### src/rtl/vga_pkg.sv
// vga_pkg: shared definitions for the VGA timing generator.
//   CNT_W         - width of the horizontal/vertical position counters
//   DEF_*         - default 640x480@60 (25 MHz pixel clock) timing
//   run_state_e   - run/halt state of the frame sequencer
//   axis_total()  - total length of one axis (active + porches + sync)
package vga_pkg;

    localparam int CNT_W   = 12;
    localparam int MAX_TOT = 1 << CNT_W;

    localparam int DEF_H_ACTIVE = 640;
    localparam int DEF_H_FP     = 16;
    localparam int DEF_H_SYNC   = 96;
    localparam int DEF_H_BP     = 48;

    localparam int DEF_V_ACTIVE = 480;
    localparam int DEF_V_FP     = 10;
    localparam int DEF_V_SYNC   = 2;
    localparam int DEF_V_BP     = 33;

    typedef enum logic {
        ST_HALT = 1'b0,
        ST_RUN  = 1'b1
    } run_state_e;

    function automatic int axis_total(input int active, input int fp,
                                      input int sync, input int bp);
        return active + fp + sync + bp;
    endfunction

endpackage

### src/rtl/vga_axis_timer.sv
// vga_axis_timer: position counter for one display axis.
// The counter runs 0..TOT-1 in the order active, front porch, sync,
// back porch, stepping once per cycle while 'advance' is high.
// Ports:
//   clk, rst    - clock, asynchronous active-high reset
//   advance     - step the counter this cycle
//   cnt         - current position
//   cnt_nxt     - position after this cycle's edge
//   active_nxt  - cnt_nxt lies in the active region
//   sync_nxt    - cnt_nxt lies in the sync region
//   wrap        - counter steps from TOT-1 back to 0 at this edge
module vga_axis_timer
    import vga_pkg::*;
#(
    parameter int ACTIVE = DEF_H_ACTIVE,
    parameter int FP     = DEF_H_FP,
    parameter int SYNC   = DEF_H_SYNC,
    parameter int BP     = DEF_H_BP
) (
    input  logic             clk,
    input  logic             rst,
    input  logic             advance,
    output logic [CNT_W-1:0] cnt,
    output logic [CNT_W-1:0] cnt_nxt,
    output logic             active_nxt,
    output logic             sync_nxt,
    output logic             wrap
);

    localparam int TOT = axis_total(ACTIVE, FP, SYNC, BP);

    localparam logic [CNT_W-1:0] LAST       = CNT_W'(TOT - 1);
    localparam logic [CNT_W-1:0] ACT_END    = CNT_W'(ACTIVE);
    localparam logic [CNT_W-1:0] SYNC_START = CNT_W'(ACTIVE + FP);
    localparam logic [CNT_W-1:0] SYNC_END   = CNT_W'(ACTIVE + FP + SYNC);

    logic [CNT_W-1:0] cnt_q;
    logic [CNT_W-1:0] cnt_d;

    always_comb begin
        wrap  = advance && (cnt_q == LAST);
        cnt_d = cnt_q;
        if (advance) begin
            cnt_d = wrap ? '0 : cnt_q + CNT_W'(1);
        end
    end

    always_ff @(posedge clk or posedge rst) begin
        if (rst) begin
            cnt_q <= '0;
        end else begin
            cnt_q <= cnt_d;
        end
    end

    // Region flags look at the next count so the parent can register
    // them in step with the counter itself.
    assign cnt        = cnt_q;
    assign cnt_nxt    = cnt_d;
    assign active_nxt = (cnt_d < ACT_END);
    assign sync_nxt   = (cnt_d >= SYNC_START) && (cnt_d < SYNC_END);

endmodule

### src/rtl/vga_timing_gen.sv
// vga_timing_gen: VGA raster timing with a pixel-fetch interface.
// A request stage (pix_req, pix_x/pix_y, frame_start, vblank_irq) tells a
// pixel source what to fetch; the source answers PIX_LAT cycles later on
// pix_data and the video outputs appear PIX_LAT+1 cycles after the request,
// with de, rgb and both syncs mutually aligned.
// Ports:
//   clk25M, rst         - pixel clock, asynchronous active-high reset
//   enable              - run request; a falling enable halts at frame end
//   pix_data            - pixel from the source
//   pattern_sel         - (VGA_TESTPAT_EN only) show 8 vertical colour bars
//   pix_req, pix_x/y    - fetch request and its active-area coordinates
//   frame_start         - pulse at position (0,0)
//   vblank_irq          - pulse at the first vertical blanking line
//   vga_hsync/vsync/de  - video timing outputs
//   vga_rgb             - video data, zero outside the active area
// Optional feature macro: VGA_TESTPAT_EN (built-in colour bar pattern).
module vga_timing_gen
    import vga_pkg::*;
#(
    parameter int   H_ACTIVE  = DEF_H_ACTIVE,
    parameter int   H_FP      = DEF_H_FP,
    parameter int   H_SYNC    = DEF_H_SYNC,
    parameter int   H_BP      = DEF_H_BP,
    parameter int   V_ACTIVE  = DEF_V_ACTIVE,
    parameter int   V_FP      = DEF_V_FP,
    parameter int   V_SYNC    = DEF_V_SYNC,
    parameter int   V_BP      = DEF_V_BP,
    parameter logic HSYNC_POL = 1'b0,
    parameter logic VSYNC_POL = 1'b0,
    parameter int   RGB_W     = 3,
    parameter int   PIX_LAT   = 1
) (
    input  logic             clk25M,
    input  logic             rst,
    input  logic             enable,
    input  logic [RGB_W-1:0] pix_data,
`ifdef VGA_TESTPAT_EN
    input  logic             pattern_sel,
`endif
    output logic             pix_req,
    output logic [11:0]      pix_x,
    output logic [11:0]      pix_y,
    output logic             frame_start,
    output logic             vblank_irq,
    output logic             vga_hsync,
    output logic             vga_vsync,
    output logic             vga_de,
    output logic [RGB_W-1:0] vga_rgb
);

    localparam int HTOT = axis_total(H_ACTIVE, H_FP, H_SYNC, H_BP);
    localparam int VTOT = axis_total(V_ACTIVE, V_FP, V_SYNC, V_BP);
    localparam logic [CNT_W-1:0] V_ACT_CNT = CNT_W'(V_ACTIVE);

    if (HTOT > MAX_TOT || VTOT > MAX_TOT) begin : g_bad_total
        $error("vga_timing_gen: HTOT/VTOT exceeds counter range");
    end
    if (H_ACTIVE == 0 || H_FP == 0 || H_SYNC == 0 || H_BP == 0 ||
        V_ACTIVE == 0 || V_FP == 0 || V_SYNC == 0 || V_BP == 0) begin : g_bad_zero
        $error("vga_timing_gen: timing parameters must be non-zero");
    end
    if (PIX_LAT < 1 || PIX_LAT > 4) begin : g_bad_lat
        $error("vga_timing_gen: PIX_LAT must be 1..4");
    end

    run_state_e state_q, state_d;

    logic             h_run;
    logic             run_d;
    logic [CNT_W-1:0] h_cnt, h_cnt_nxt, v_cnt, v_cnt_nxt;
    logic             h_act_nxt, h_sync_nxt, h_wrap;
    logic             v_act_nxt, v_sync_nxt, v_wrap;

    logic pix_req_q, pix_req_d;
    logic frame_start_q, frame_start_d;
    logic vblank_q, vblank_d;
    logic hsync_on_q, hsync_on_d;
    logic vsync_on_q, vsync_on_d;

    logic [PIX_LAT:0] de_sr_q, de_sr_d;
    logic [PIX_LAT:0] hs_sr_q, hs_sr_d;
    logic [PIX_LAT:0] vs_sr_q, vs_sr_d;
    logic [RGB_W-1:0] rgb_q, rgb_d;

    assign h_run = (state_q == ST_RUN);

    vga_axis_timer #(
        .ACTIVE(H_ACTIVE), .FP(H_FP), .SYNC(H_SYNC), .BP(H_BP)
    ) u_h_timer (
        .clk(clk25M), .rst(rst), .advance(h_run),
        .cnt(h_cnt), .cnt_nxt(h_cnt_nxt),
        .active_nxt(h_act_nxt), .sync_nxt(h_sync_nxt), .wrap(h_wrap)
    );

    // The vertical counter steps once per completed line; its wrap marks
    // the last cycle of the frame.
    vga_axis_timer #(
        .ACTIVE(V_ACTIVE), .FP(V_FP), .SYNC(V_SYNC), .BP(V_BP)
    ) u_v_timer (
        .clk(clk25M), .rst(rst), .advance(h_wrap),
        .cnt(v_cnt), .cnt_nxt(v_cnt_nxt),
        .active_nxt(v_act_nxt), .sync_nxt(v_sync_nxt), .wrap(v_wrap)
    );

    // enable is only honoured at frame boundaries while running, so a
    // short drop inside a frame never halts the raster. Halting happens
    // exactly as the counters wrap, leaving them parked at (0,0).
    always_comb begin
        state_d = state_q;
        case (state_q)
            ST_HALT: if (enable) state_d = ST_RUN;
            ST_RUN:  if (v_wrap && !enable) state_d = ST_HALT;
        endcase
    end

    // Request-stage flags are computed from next-state values so that
    // they become registered in the same cycle as the position they
    // describe.
    always_comb begin
        run_d         = (state_d == ST_RUN);
        pix_req_d     = run_d && h_act_nxt && v_act_nxt;
        frame_start_d = run_d && (h_cnt_nxt == '0) && (v_cnt_nxt == '0);
        vblank_d      = run_d && (h_cnt_nxt == '0) && (v_cnt_nxt == V_ACT_CNT);
        hsync_on_d    = run_d && h_sync_nxt;
        vsync_on_d    = run_d && v_sync_nxt;
    end

`ifdef VGA_TESTPAT_EN
    logic [PIX_LAT-1:0][2:0] bar_sr_q, bar_sr_d;
    logic [2:0]              bar_now;

    function automatic logic [RGB_W-1:0] bar_colour(input logic [2:0] idx);
        for (int i = 0; i < RGB_W; i++) begin
            bar_colour[i] = idx[i % 3];
        end
    endfunction

    // Bar index travels beside de so it lines up with the source's data.
    always_comb begin
        bar_now     = 3'(({h_cnt, 3'b000}) / (CNT_W + 3)'(H_ACTIVE));
        bar_sr_d    = bar_sr_q;
        bar_sr_d[0] = bar_now;
        for (int i = 1; i < PIX_LAT; i++) begin
            bar_sr_d[i] = bar_sr_q[i-1];
        end
    end

    always_ff @(posedge clk25M or posedge rst) begin
        if (rst) begin
            bar_sr_q <= '0;
        end else begin
            bar_sr_q <= bar_sr_d;
        end
    end
`endif

    // de/hsync/vsync delay lines; tap PIX_LAT-1 lines up with pix_data
    // arriving from the source, tap PIX_LAT with the registered rgb.
    always_comb begin
        de_sr_d = {de_sr_q[PIX_LAT-1:0], pix_req_q};
        hs_sr_d = {hs_sr_q[PIX_LAT-1:0], hsync_on_q};
        vs_sr_d = {vs_sr_q[PIX_LAT-1:0], vsync_on_q};
        rgb_d   = '0;
        if (de_sr_q[PIX_LAT-1]) begin
            rgb_d = pix_data;
`ifdef VGA_TESTPAT_EN
            if (pattern_sel) begin
                rgb_d = bar_colour(bar_sr_q[PIX_LAT-1]);
            end
`endif
        end
    end

    always_ff @(posedge clk25M or posedge rst) begin
        if (rst) begin
            state_q       <= ST_HALT;
            pix_req_q     <= 1'b0;
            frame_start_q <= 1'b0;
            vblank_q      <= 1'b0;
            hsync_on_q    <= 1'b0;
            vsync_on_q    <= 1'b0;
            de_sr_q       <= '0;
            hs_sr_q       <= '0;
            vs_sr_q       <= '0;
            rgb_q         <= '0;
        end else begin
            state_q       <= state_d;
            pix_req_q     <= pix_req_d;
            frame_start_q <= frame_start_d;
            vblank_q      <= vblank_d;
            hsync_on_q    <= hsync_on_d;
            vsync_on_q    <= vsync_on_d;
            de_sr_q       <= de_sr_d;
            hs_sr_q       <= hs_sr_d;
            vs_sr_q       <= vs_sr_d;
            rgb_q         <= rgb_d;
        end
    end

    assign pix_req     = pix_req_q;
    assign pix_x       = h_cnt;
    assign pix_y       = v_cnt;
    assign frame_start = frame_start_q;
    assign vblank_irq  = vblank_q;
    assign vga_de      = de_sr_q[PIX_LAT];
    assign vga_rgb     = rgb_q;
    assign vga_hsync   = hs_sr_q[PIX_LAT] ? HSYNC_POL : ~HSYNC_POL;
    assign vga_vsync   = vs_sr_q[PIX_LAT] ? VSYNC_POL : ~VSYNC_POL;

endmodule
### config.mk
export PLATFORM = sky130hd
export DESIGN_NAME = vga_timing_gen
export DESIGN_NICKNAME = d
export VERILOG_FILES = /design/src/rtl/vga_pkg.sv /design/src/rtl/vga_axis_timer.sv /design/src/rtl/vga_timing_gen.sv
export SDC_FILE = /design/constraint.sdc
export NUM_CORES = 1
export LEC_CHECK = 0
export ABC_AREA = 1
export CAP_MARGIN = 10
export CELL_PAD_IN_SITES_DETAIL_PLACEMENT = 1
export CELL_PAD_IN_SITES_GLOBAL_PLACEMENT = 1
export CORE_MARGIN = 1
export CORE_UTILIZATION = 45
export DETAILED_ROUTE_END_ITERATION = 10
export DONT_BUFFER_PORTS = 1
export GPL_TIMING_DRIVEN = 0
export PLACE_DENSITY_LB_ADDON = 0.1
export SETUP_SLACK_MARGIN = 0.05
export SLEW_MARGIN = 20
export SYNTH_ARGS = -nofsm -noshare
export SYNTH_HDL_FRONTEND = slang
export SYNTH_SLANG_ARGS = --single-unit
export TNS_END_PERCENT = 100
### constraint.sdc
create_clock -name clk25M -period 2 [get_ports clk25M]
set_clock_uncertainty 0.1 [all_clocks]
set_input_delay 0.2 -clock clk25M [delete_from_list [all_inputs] [get_ports clk25M]]
set_output_delay 0.2 -clock clk25M [all_outputs]
set_load 0.02 [all_outputs]
* After elaboration in Yosys (flattened, before gate mapping) *
Cells that the tools add are included.

word-level totals
  bits of input ports = 6
  word-level logic and storage cells = 49
  output and inout port bits = 33
  register bits after elaboration = 39

cells by class
  magnitude comparators = 6
  bitwise operators = 1
  add/subtract/negate cells = 2
  reduce and logical (&&, ||, !) cells = 15
  equal/unequal tests = 3
  mux-type cells = 10

operators by type and width
  cell                                                                  count
  2-to-1 mux 12 bit                                                     4
  adder 12 x 1 -> 12 bit (second input constant)                        2
  == test 12 x 10 -> 1 bit (second input constant)                      2
  logical NOT 12 bit                                                    2
  less-than comparator 12 x 10 -> 1 bit (second input constant)         2
  less-than comparator 12 x 9 -> 1 bit (second input constant)          2
  == test 12 x 9 -> 1 bit (second input constant)                       1
  greater-or-equal comparator 12 x 10 -> 1 bit (second input constant)  1
  greater-or-equal comparator 12 x 9 -> 1 bit (second input constant)   1
  logical AND 1 bit                                                     12
  2-to-1 mux 1 bit                                                      4
  2-to-1 mux 3 bit                                                      1
  case mux 1 bit (2 select lines)                                       1
  logical NOT 1 bit                                                     1
  inverter 1 bit                                                        1

* Logic depth before layout (Yosys ltp) *
Gate-level depths: netlist (run 1).

  depth after elaboration = 8
  gate-level depth with buffers = 16
  mapped depth without buffers = 16

* By module *
From an unflattened synthesis (run 1), not the netlist that was laid out.

second synthesis, totals
  cell total of the unflattened synthesis = 320
  area total of the unflattened synthesis = 2212.1 µm²

modules (own cells, without submodules)
  module                      sequential area each (µm²)  area an instance (µm²)  instances  cells each
  vga_axis_timer (u_v_timer)  300.3                       818.3                   1          128
  vga_axis_timer (u_h_timer)  300.3                       799.5                   1          123
  vga_timing_gen              375.4                       594.3                   1          69

* Worst setup path before layout (run 1) *
OpenSTA, ideal clock, no wires.

  kind = reg-to-reg
  from = register u_v_timer.cnt_q[0], in the netlist u_v_timer.cnt[0]
  to = register vsync_on_q
  period minus slack after synthesis = 1.988 ns
  setup time = 0.113 ns
  path buffers = 0
  data arrival time = 1.775 ns
  required time = 1.787 ns
  path slack = 0.012 ns
  cell stages (with the launch flop) = 15
  cells stage by stage = dfrtp_1 -> ha_1 -> nand3_1 -> nor2_2 -> nand3_1 -> nor2_1 -> nand2_1 -> nand2_1 -> inv_2 -> nand2_1 -> nor2_4 -> nand2_1 -> nand2_1 -> nand2_1 -> inv_1

between the ends
  cells in the longest elaborated chain, start to end = 7
  elaborated cells on any way between the ends = 12
  those cells by class = add/sub (1); order compare (2); eq/ne (1); mux (4); reduce/logical (4)

ends and longest elaborated chain
  what                                                                                                 RTL line               RTL
  from (decl)                                                                                          vga_axis_timer.sv:37   logic [CNT_W-1:0] cnt_q;
  from (signal assigned)                                                                               vga_axis_timer.sv:52   cnt_q <= cnt_d;
  branches (longest 2 deep; another with adder 12 x 1 -> 12 bit)                                       -
  2-to-1 mux 12 bit (*)                                                                                vga_axis_timer.sv:44   cnt_d = wrap ? '0 : cnt_q + CNT_W'(1);
  2-to-1 mux 12 bit (*)                                                                                vga_axis_timer.sv:43   if (advance) begin
  net u_v_timer.cnt_nxt[8]                                                                             vga_axis_timer.sv:24   output logic [CNT_W-1:0] cnt_nxt,
  greater-or-equal comparator 12 x 9 -> 1 bit or less-than comparator 12 x 9 -> 1 bit (tied branches)  vga_axis_timer.sv:61   assign sync_nxt = (cnt_d >= SYNC_START) && (cnt_d < SYNC_END);
  logical AND 1 bit (*)                                                                                vga_axis_timer.sv:61
  logical AND 1 bit (*)                                                                                vga_timing_gen.sv:125  vsync_on_d = run_d && v_sync_nxt;
  net vsync_on_d                                                                                       vga_timing_gen.sv:78   logic vsync_on_q, vsync_on_d;
  to (signal assigned)                                                                                 vga_timing_gen.sv:192  vsync_on_q <= vsync_on_d;
  to (decl)                                                                                            vga_timing_gen.sv:78

Mark *: on every way through the listed nets, which the timed path passes.

* Worst setup path after layout (run 1) *
  from = register u_h_timer.cnt_q[0], in the netlist u_h_timer.cnt[0]
  to = register vblank_q, in the netlist vblank_irq

between the ends
  elaborated cells on any way between the ends = 15
  those cells by class = add/sub (1); eq/ne (2); mux (6); reduce/logical (6)

RTL lines
  what                                                            RTL line               RTL
  from (decl)                                                     vga_axis_timer.sv:37
  from (signal assigned)                                          vga_axis_timer.sv:52
  branches (longest 2 deep; another with adder 12 x 1 -> 12 bit)  -
  2-to-1 mux 12 bit (*)                                           vga_axis_timer.sv:44
  2-to-1 mux 12 bit (*)                                           vga_axis_timer.sv:43
  net h_cnt_nxt[1]                                                vga_timing_gen.sv:70   logic [CNT_W-1:0] h_cnt, h_cnt_nxt, v_cnt, v_cnt_nxt;
  logical NOT 12 bit (*)                                          vga_timing_gen.sv:123  vblank_d = run_d && (h_cnt_nxt == '0) && (v_cnt_nxt == V_ACT_CNT);
  logical AND 1 bit (*) (2 in a row)                              vga_timing_gen.sv:123
  net vblank_d                                                    vga_timing_gen.sv:76   logic vblank_q, vblank_d;
  to (signal assigned)                                            vga_timing_gen.sv:190  vblank_q <= vblank_d;
  to (decl)                                                       vga_timing_gen.sv:76

Marks and branches as above.

==> impl_metrics.csv, run 1 <==
group,metric,value,unit
setup_path,endpoint_kind,"flop",
routing,drt_wl_total,7516,µm
placed_design,dp_hpwl,5057,µm
setup_path,crit_arrival,2.30,ns
cts,cts_tree,"done",
power,clkPwrFrac,0.403,
global_routing,grt_first_pass_wirelength,11580,µm
floorplan,initial_core_util,0.4679,
status,outcome,"complete, but fails checks",
synthesis,ys_async_sr_fraction,1.000,
routing,wire_per_inst,17.00,µm
global_routing,overflow,0,
routing,vias_per_cell,5.251,
cts,max-clock-path-buffers,2,
placed_design,gp_congestion,0.8392,
floorplan,die_w,74.88,µm
status,violations,"setup timing",
synthesis,ys_dominant_reg_cell,"dfrtp_1",
floorplan,die_area,5606,µm²
synthesis,synth-edff-count,0,
synthesis,postSynthAreaPerCell,6.988,µm²
routing,drc_errors,0,
cts,clock-root-buffer,"clkbuf_8",
setup_path,reg2reg_to,"vblank_irq",
setup_path,path_max_fanout,7,
finish,final_common_cell,"nand2_1",
setup_path,ff2ff_path_depth,11,
setup_path,timing.rr.start,"u_h_timer.cnt[0]",
routing,drt-initial-drc-count,104,
synthesis,yosys_warnings,0,
power,p_seq_frac,0.574,
synthesis,ys_seq_area_frac,0.4084,
power,p_switching,0.3408,mW
timing,rsz0062_at_grt,"yes",
setup_path,r2r_setup_slack,-0.17,ns
finish,layoutNonFillerInstCount,442,
routing,ant_nets,0,
placed_design,place_ws,-0.3802,ns
synthesis,synth_cells,342,
synthesis,ys_types,25,
synthesis,ys_ff_latch,39,
synthesis,syn_area,2390,µm²
routing,dr_total_vias,2321,
finish,diodes,0,
worst_hold_path,hold_class,"in2async",
synthesis,yosys.area.top_type,"dfrtp_1",
cts,insertion_delay,0.30,ns
cts,h-tree-depth,2,
timing,hold_violations,0,
setup_path,critPathLaunch,"u_h_timer.cnt[0]",
global_routing,grt_use_total,0.2825,
setup_path,start_kind,"flop",
finish,nFillCells,653,
floorplan,coreArea,5107,µm²
timing,fin_crit_sh,1.084,
power,power_density,459.7,nW/µm²
routing,dr.pass1.iters,6,
synthesis,synth_fp_nets,351,
synthesis,synth_area_leaders,"dfrtp_1 41%, nand2_1 17%, inv_1 7.9%, nand3_1 6.5%, nor2_1 5.8%",
global_routing,grt_pass1_vias,2422,
placed_design,port_buffers,0,
global_routing,antenna_found_initial,0,
run,cap_violations,0,
cts,clkTransAtPathRegs,0.09,ns
timing,period_needed,2.167,ns
finish,register_area,997.2,µm²
placed_design,dp_cells,413,
power,power_leakage,1.531,nW
finish,layout-drive-gt1-share,0.3414,
global_routing,grt_max_degree,34,
synthesis,synth_top_area_frac,0.4084,
cts,cts_sinks,39,
timing,slew_violations,0,
timing,worst_pin_slew,0.3804,ns
cts,cts_buffers,5,
finish,finish.net_count,380,
timing,setup_ws,-0.1672,ns
timing,setup_viol,5,
floorplan,rows,26,
finish,multiInputGateArea,1374,µm²
power,power_frac_comb,0.023,
finish,final_cell_mix,"98 x nand2_1, 44 x inv_1, 29 x nor2_1",
floorplan,die_h,74.88,µm
power,p_sw_frac,0.2458,
setup_path,critPathCapture,"vblank_irq",
setup_path,crit_required,2.13,ns
power,power.internal,1.046,mW
finish,syn_to_final_growth,26.18,%
power,max-vdd-ir-drop,0.0002411,V
setup_path,critical_path_class,"reg2reg",
floorplan,ios,39,
timing,relSlewSlack,0.7464,
timing,fmax,0.4614,GHz
## registers in the layout, summed over array words and instances, names as in the netlist
name           cells
h_run              1
frame_start        1
vblank_irq         1
vga_rgb            3
u_v_timer.cnt     12
u_h_timer.cnt     12
pix_req            1
vs_sr_q            2
vsync_on_q         1
hs_sr_q            2
hsync_on_q         1
de_sr_q            2
## per-layer routing
layer	GRT usage	share of wire	wire [µm]
met5	0	0	0
met1	0.3168	0.41	3054
met3	0.06827	0.043	325
met2	0.5255	0.53	4018
met4	0.08805	0.016	119
## stage by stage
stage	area, µm²	hold WS, ns	util	TNS (ns)	total power, mW
2_1_floorplan	2391	0.2039	-	0	0.8256
3_3_place_gp	2479	0.2041	0.4853	-1.272	0.8311
3_5_place_dp	2499	-0.08681	0.4892	-1.374	0.8369
4_1_cts	2912	0.1660	0.5701	-0.1037	1.393
5_1_grt	3015	0.1637	0.5904	-1.060	1.435
6_report	3015	0.1625	0.5904	-0.5370	1.386
## how the worst min path moves through the flow
stage	end	slack, ns	depth (start not counted)
global placement	vga_rgb[1]	0.20	2
finish	u_v_timer.cnt[9]	0.16	2
global route	u_v_timer.cnt[9]	0.16	2
detailed placement	u_v_timer.cnt[7]	-0.09	1
CTS	u_v_timer.cnt[9]	0.17	2
floorplan	vga_rgb[0]	0.20	2
## final cells by class
| type | instances | area share |
|---|---|---|
| plain buffers | 2 | 0.006224 |
| clock buffers | 5 | 0.02282 |
| clock inverters | 3 | 0.006639 |
| inverters | 63 | 0.07925 |
| multi-input cells | 238 | 0.4556 |
| flip-flops and latches | 39 | 0.3307 |
| well taps | 70 | 0.02905 |
| repair buffers | 22 | 0.06971 |
## what timing repair did
| item | 4_1_cts | 5_1_grt |
|---|---|---|
| cloned | 1 | 0 |
| setup endpoints to repair | 9 | 5 |
| buffers inserted | 12 | 3 |
| endpoints found under the hold margin | 43 | 0 |
| hold buffers | 5 | 0 |
| gates resized for setup | 57 | 20 |
| pin swaps | 19 | 13 |
## power by group through the flow
stage	registers, mW	clock network [mW]	logic (mW)
2_1_floorplan	0.811	0	0.0142
3_3_place_gp	0.812	0	0.0194
3_5_place_dp	0.812	0	0.0252
4_1_cts	0.796	0.564	0.0329
5_1_grt	0.796	0.602	0.0368
6_report	0.796	0.559	0.0319
## Yosys cell counts, types with 3 or more instances
master	count
nor3_1	7
dfrtp_1	39
nand2_2	7
ha_1	3
o21ai_1	3
nand3_2	3
inv_1	50
o21ai_0	4
nor2_2	7
nor2_4	8
nor2_1	37
nand4_1	8
nand2_1	110
nand3_1	31
inv_2	11
## cell families (layout without fill, tap and decap cells)
| family | after synthesis | after routing | share of synthesized area |
|---|---|---|---|
| AND/OR/NAND/NOR | 223 | 223 | 0.4398 |
| buffers and inverters | 65 | 95 | 0.1068 |
| flip-flops | 39 | 39 | 0.4084 |
| AO/OA/AOI/OAI | 10 | 10 | 0.02199 |
| adder cells (fa/ha/maj) | 3 | 3 | 0.01571 |
| XOR/XNOR | 2 | 2 | 0.007331 |
## worst max-delay path, stage by stage (launching register included)
cell and delay (ns):
dfrtp_2 0.50, ha_4 0.20, nand3_2 0.10, nor2_4 0.16, nand3_4 0.16, nand2_1 0.11, nand2_1 0.11, nor2_2 0.15
nand4_1 0.11, nor2_1 0.17, nand3_1 0.12, nor2_1 0.11
Power figures use the tool's default switching activity.
==> run 2, diff against run 1 <==
--- a/config.mk
+++ b/config.mk
@@ -11,10 +11,11 @@
 export CELL_PAD_IN_SITES_GLOBAL_PLACEMENT = 1
 export CORE_MARGIN = 1
 export CORE_UTILIZATION = 45
+export CTS_CLUSTER_SIZE = 10
 export DETAILED_ROUTE_END_ITERATION = 10
 export DONT_BUFFER_PORTS = 1
 export GPL_TIMING_DRIVEN = 0
-export PLACE_DENSITY_LB_ADDON = 0.1
+export PLACE_DENSITY_LB_ADDON = 0.12
 export SETUP_SLACK_MARGIN = 0.05
 export SLEW_MARGIN = 20
 export SYNTH_ARGS = -nofsm -noshare
==> run 2 against run 1 <==
Compared with the run above:
- the flow still finishes with violations (setup timing)
- cell count up 1.4%
- via count up 2.9%
- die area unchanged
- utilization up 1.5 points
- global-route usage up 1.2 points
- clock-buffer cell count unchanged
- final area up 2.6%
- non-clock buffer count up 6
- fmax up 0.73%
- largest power group unchanged
- first-iteration DRC count down 20%
- setup slack better by 0.016 ns
==> impl_metrics.csv, run 2 (same netlist as run 1, synthesis figures left out) <==
group,metric,value,unit
global_routing,antenna_found_initial,0,
timing,fmax,0.4648,GHz
power,total_power,1.497,mW
finish,diodes,0,
setup_path,start_kind,"flop",
finish,final_common_cell,"nand2_1",
setup_path,r2r_setup_slack,-0.15,ns
cts,cts_buffers,5,
setup_path,crit_arrival,2.27,ns
worst_hold_path,hold_class,"in2async",
routing,dr_total_vias,2389,
cts,cts_tree,"done",
timing,setup_ws,-0.1516,ns
floorplan,die_w,74.88,µm
setup_path,crit_required,2.12,ns
setup_path,critical_path_class,"reg2reg",
finish,syn_to_final_growth,29.42,%
finish,layout-drive-gt1-share,0.3757,
routing,ant_nets,0,
power,p_seq_frac,0.531,
finish,nFillCells,638,
timing,fin_crit_sh,1.076,
global_routing,overflow,0,
global_routing,grt_pass1_vias,2551,
setup_path,ff2ff_path_depth,11,
power,power.internal,1.174,mW
power,clkPwrFrac,0.447,
global_routing,grt_max_degree,28,
floorplan,die_h,74.88,µm
status,violations,"setup timing",
setup_path,endpoint_kind,"flop",
timing,period_needed,2.152,ns
power,p_switching,0.3233,mW
cts,insertion_delay,0.30,ns
timing,fin_setup_tns,-0.5955,ns
floorplan,die_area,5606,µm²
floorplan,rows,26,
finish,finish.net_count,386,
timing,hold_violations,0,
setup_path,reg2reg_to,"frame_start",
setup_path,timing.rr.start,"u_h_timer.cnt[0]",
timing,rsz0062_at_grt,"yes",
cts,max-clock-path-buffers,2,
routing,drc_errors,0,
routing,drt_wl_total,7929,µm
floorplan,ios,39,
cts,h-tree-depth,2,
routing,vias_per_cell,5.333,
power,p_sw_frac,0.2159,
power,power_density,484.1,nW/µm²
setup_path,path_max_fanout,5,
run,cap_violations,0,
power,max-vdd-ir-drop,0.0002939,V
placed_design,dp_hpwl,5119,µm
floorplan,coreArea,5107,µm²
timing,setup_viol,5,
timing,worst_pin_slew,0.4139,ns
routing,dr.pass1.iters,4,
cts,clkTransAtPathRegs,0.09,ns
routing,wire_per_inst,17.70,µm
routing,drt-initial-drc-count,83,
global_routing,grt_use_total,0.2944,
global_routing,grt_first_pass_wirelength,12080,µm
cts,cts_sinks,39,
placed_design,place_ws,-0.3780,ns
timing,relSlewSlack,0.7220,
finish,final_util,0.6056,
placed_design,gp_congestion,0.9078,
cts,clock-root-buffer,"clkbuf_8",
finish,final_cell_mix,"90 x nand2_1, 41 x inv_1, 27 x nor2_1",
power,power_frac_comb,0.021,
power,power_leakage,1.553,nW
status,outcome,"complete, but fails checks",
placed_design,port_buffers,0,
timing,slew_violations,0,
floorplan,initial_core_util,0.4679,
## run 2: cell count changes in the layout (fill, tap and decap cells not counted), sizes merged
cell,change
clkinvlp,-2
buf,+6
bufinv,+1
clkinv,+1
## run 2: worst max-delay path: stages, from the launching register on
cell and delay, ns:
dfrtp_2 0.51, ha_4 0.21, inv_4 0.04, nor2_4 0.13, nand3_2 0.12, nor3_2 0.25, nand2_1 0.13, nand2_2 0.12
inv_2 0.07, nor3_2 0.19, nand3_2 0.09, nor2_2 0.12
## run 2: worst max-delay path by stage
| stage | startpoint | endpoint | slack, ns | cells after the start |
|---|---|---|---|---|
| 6_report | u_h_timer.cnt[0] | frame_start | -0.15 | 11 |
| 3_5_place_dp | u_h_timer.cnt[0] | frame_start | -0.38 | 11 |
| 2_1_floorplan | u_h_timer.cnt[0] | vsync_on_q | 0.05 | 15 |
| 4_1_cts | u_h_timer.cnt[6] | vsync_on_q | -0.04 | 14 |
| 3_3_place_gp | u_h_timer.cnt[0] | frame_start | -0.32 | 11 |
| 5_1_grt | u_v_timer.cnt[4] | vsync_on_q | -0.25 | 12 |
## run 2: what timing repair did
action / 4_1_cts / 5_1_grt
cloned: 1 / 0
endpoints found under the hold margin: 43 / 0
pin swaps: 29 / 14
hold buffers: 5 / 0
endpoints found under the setup margin: 11 / 5
buffers inserted: 16 / 5
gates resized for setup: 73 / 17
## run 2: power by group through the flow
stage,clock network [mW],registers [mW],logic (mW)
5_1_grt,0.713,0.796,0.0367
3_3_place_gp,0,0.812,0.0190
2_1_floorplan,0,0.811,0.0142
3_5_place_dp,0,0.812,0.0247
4_1_cts,0.688,0.796,0.0329
6_report,0.670,0.796,0.0319
## run 2: area by class of cell
type,count,area (µm²),share of cell area
Tap cell,70,87.58,0.02832
Clock inverter,3,43.79,0.01416
Sequential cell,39,996.0,0.3220
Multi-Input combinational cell,238,1389,0.4490
Buffer,2,18.77,0.006068
Timing Repair Buffer,28,242.7,0.07848
Inverter,63,246.5,0.07969
Clock buffer,5,68.82,0.02225
## run 2: metrics by stage
stage | std cells | area (µm²) | hold WS (ns)
2_1_floorplan | 342 | 2391 | 0.2039
3_3_place_gp | 412 | 2479 | 0.2047
3_5_place_dp | 413 | 2499 | -0.03912
4_1_cts | 443 | 3015 | 0.2116
5_1_grt | 448 | 3093 | 0.2356
6_report | 448 | 3093 | 0.2053
## run 2: metal layers
layer	track usage	routed length [µm]	up-vias
met3	0.05622	250	20
li1	-	-	1121
met1	0.3255	3334	1194
met5	0	0	-
met2	0.5395	4082	54
met4	0.1426	261	0
==> run 3, diff against run 2 <==
==> constraint.sdc (replaced) <==
create_clock -name clk25M -period 2.05 [get_ports clk25M]
set_clock_uncertainty 0.1 [all_clocks]
set_input_delay 0.205 -clock clk25M [delete_from_list [all_inputs] [get_ports clk25M]]
set_output_delay 0.205 -clock clk25M [all_outputs]
set_load 0.02 [all_outputs]
==> run 3 against run 2 <==
Compared with the run above:
- the flow still finishes with violations (setup timing)
- die area is the same
- combinational power shrank 4%
- cell count shrank 0.67%
- setup slack gained 0.11 ns
- wire length shrank 5.7%
- utilization shrank 0.81 points
- first-iteration DRC count grew 27%
- critical path depth grew 3
- hold slack gained 0.0010 ns
- final area shrank 1.3%
- sequential power shrank 2.5%
- global-route usage shrank 1.5 points
- critical endpoint is now vsync_on_q
==> impl_metrics.csv, run 3 (same netlist as run 1, synthesis figures left out) <==
group,metric,value,unit
cts,h-tree-depth,2,
setup_path,crit_arrival,2.24,ns
setup_path,cp_slowest_cell,"dfrtp_2",
finish,final_common_cell,"nand2_1",
timing,fmax,0.4776,GHz
setup_path,start_kind,"flop",
setup_path,reg2reg_to,"vsync_on_q",
routing,drt_wl_total,7476,µm
floorplan,coreArea,5107,µm²
floorplan,initial_core_util,0.4679,
setup_path,slowest_delay,0.49,ns
placed_design,dp_hpwl,5069,µm
global_routing,overflow,0,
finish,final_cell_area,3052,µm²
setup_path,critPathCapture,"vsync_on_q",
finish,final_cell_mix,"94 x nand2_1, 44 x inv_1, 27 x nor2_1",
global_routing,grt_first_pass_wirelength,11470,µm
global_routing,grt_max_degree,28,
cts,clock-root-buffer,"clkbuf_8",
setup_path,r2r_setup_slack,-0.04,ns
floorplan,rows,26,
cts,insertion_delay,0.30,ns
worst_hold_path,hold_class,"in2async",
routing,dr_total_vias,2329,
setup_path,worstPathCellList,"ha_4 -> inv_4 -> nor2_4 -> nand2_2 -> nor2_4 -> buf_6 -> nand4_4 -> nand2_4 -> nand2_4 -> nor2_4 -> nand2_2 -> nor2_2 -> nand2_1 -> inv_1",
finish,diodes,0,
routing,vias_per_cell,5.234,
finish,nFillCells,659,
power,power_leakage,1.539,nW
setup_path,crit_required,2.19,ns
placed_design,placed_cell_area,2497,µm²
timing,hold_violations,0,
setup_path,ff2ff_path_depth,14,
timing,setup_ws,-0.04387,ns
setup_path,critPathLaunch,"u_h_timer.cnt[0]",
run,cap_violations,0,
timing,worst_pin_slew,0.4858,ns
timing,holdWs,0.2063,ns
setup_path,endpoint_kind,"flop",
setup_path,critical_path.most_common_cell,"nor2_4",
timing,period_needed,2.094,ns
global_routing,antenna_found_initial,0,
status,violations,"setup timing",
routing,wire_per_inst,16.80,µm
floorplan,die_w,74.88,µm
global_routing,grt_pass1_vias,2411,
cts,max-clock-path-buffers,2,
finish,layout-drive-gt1-share,0.3573,
routing,drt-initial-drc-count,105,
timing,setup_viol,3,
timing,fin_crit_sh,1.021,
cts,cts_buffers,5,
routing,ant_nets,0,
setup_path,critical_path_class,"reg2reg",
placed_design,gp_congestion,0.9263,
setup_path,timing.rr.start,"u_h_timer.cnt[0]",
cts,cts_tree,"done",
floorplan,die_h,74.88,µm
timing,rsz0062_at_grt,"yes",
floorplan,die_area,5606,µm²
timing,relSlewSlack,0.6737,
status,outcome,"complete, but fails checks",
global_routing,grt_use_total,0.2794,
routing,dr.pass1.iters,4,
finish,syn_to_final_growth,27.70,%
power,max-vdd-ir-drop,0.0002039,V
routing,drc_errors,0,
timing,slew_violations,0,
placed_design,port_buffers,0,
cts,cts_sinks,39,
power,power_density,437.3,nW/µm²
setup_path,path_max_fanout,5,
finish,finish.net_count,383,
floorplan,ios,39,
cts,clkTransAtPathRegs,0.09,ns
[run 3: changes by cell type in the layout (fill, tap and decap cells not counted), sizes merged]
cell / previous run / this run
clkinvlp: 0 / 1
buf: 25 / 22
clkinv: 4 / 3
clkbuf: 5 / 6
bufinv: 1 / 0
[run 3: cell type report]
type                       count  area, µm²  share of cell area
clock buffer                   6      72.57             0.02378
inverter                      63      244.0             0.07995
timing repair buffer          25      220.2             0.07216
sequential                    39      996.0              0.3264
clock inverter                 2      12.51            0.004100
buffer                         2      18.77            0.006150
tap                           70      87.58             0.02870
multi-input combinational    238       1400              0.4588
[run 3: repair_timing]
item / in CTS / in global routing
endpoints found under the setup margin: 7 / 5
buffers inserted: 17 / 1
resized for setup: 46 / 39
hold buffers: 5 / 0
endpoints found under the hold margin: 43 / 0
pin swaps: 13 / 13
gates cloned: 1 / 0
[run 3: critical path: cells and delay by family (launching register included)]
| kind | cells | cell delay [ns] |
|---|---|---|
| flip-flops | 1 | 0.49 |
| adder cells (fa/ha/maj) | 1 | 0.21 |
| AND/OR/NAND/NOR | 10 | 0.97 |
| buffers and inverters | 3 | 0.26 |
[run 3: report_power, final]
| part | total (mW) | leakage (nW) | switching [mW] | internal [mW] |
|---|---|---|---|---|
| logic | 0.0305 | 1.02 | 0.0190 | 0.0115 |
| registers | 0.776 | 0.480 | 0.00484 | 0.771 |
| clock network | 0.528 | 0.0412 | 0.290 | 0.238 |
| total | 1.33 | 1.54 | 0.313 | 1.02 |
[run 3: how the worst min path moves through the flow]
stage	startpoint	to	cells after the start
after floorplan	pix_data[0]	vga_rgb[0]	2
after global placement	pix_data[0]	vga_rgb[0]	2
after detailed placement	rst	u_h_timer.cnt[11]	1
after CTS	rst	h_run	2
after global routing	rst	u_h_timer.cnt[6]	2
final	rst	u_h_timer.cnt[6]	2
[run 3: per-stage QoR]
step / std cells / setup TNS (ns) / setup WS (ns) / power [mW] / util
after floorplan: 342 / 0 / 0.06242 / 0.8055 / -
after global placement: 412 / -1.221 / -0.2864 / 0.8106 / 0.4851
after detailed placement: 413 / -1.419 / -0.3286 / 0.8161 / 0.4890
after CTS: 444 / -0.004244 / -0.004244 / 1.353 / 0.5683
after global routing: 445 / -0.5262 / -0.1447 / 1.381 / 0.5975
final: 445 / -0.06977 / -0.04387 / 1.334 / 0.5975
[run 3: layer usage]
metal | global-route usage | wire length [µm]
met1 | 0.3174 | 2953
met2 | 0.5175 | 4028
met3 | 0.06024 | 314
met4 | 0.09224 | 180
met5 | 0 | 0
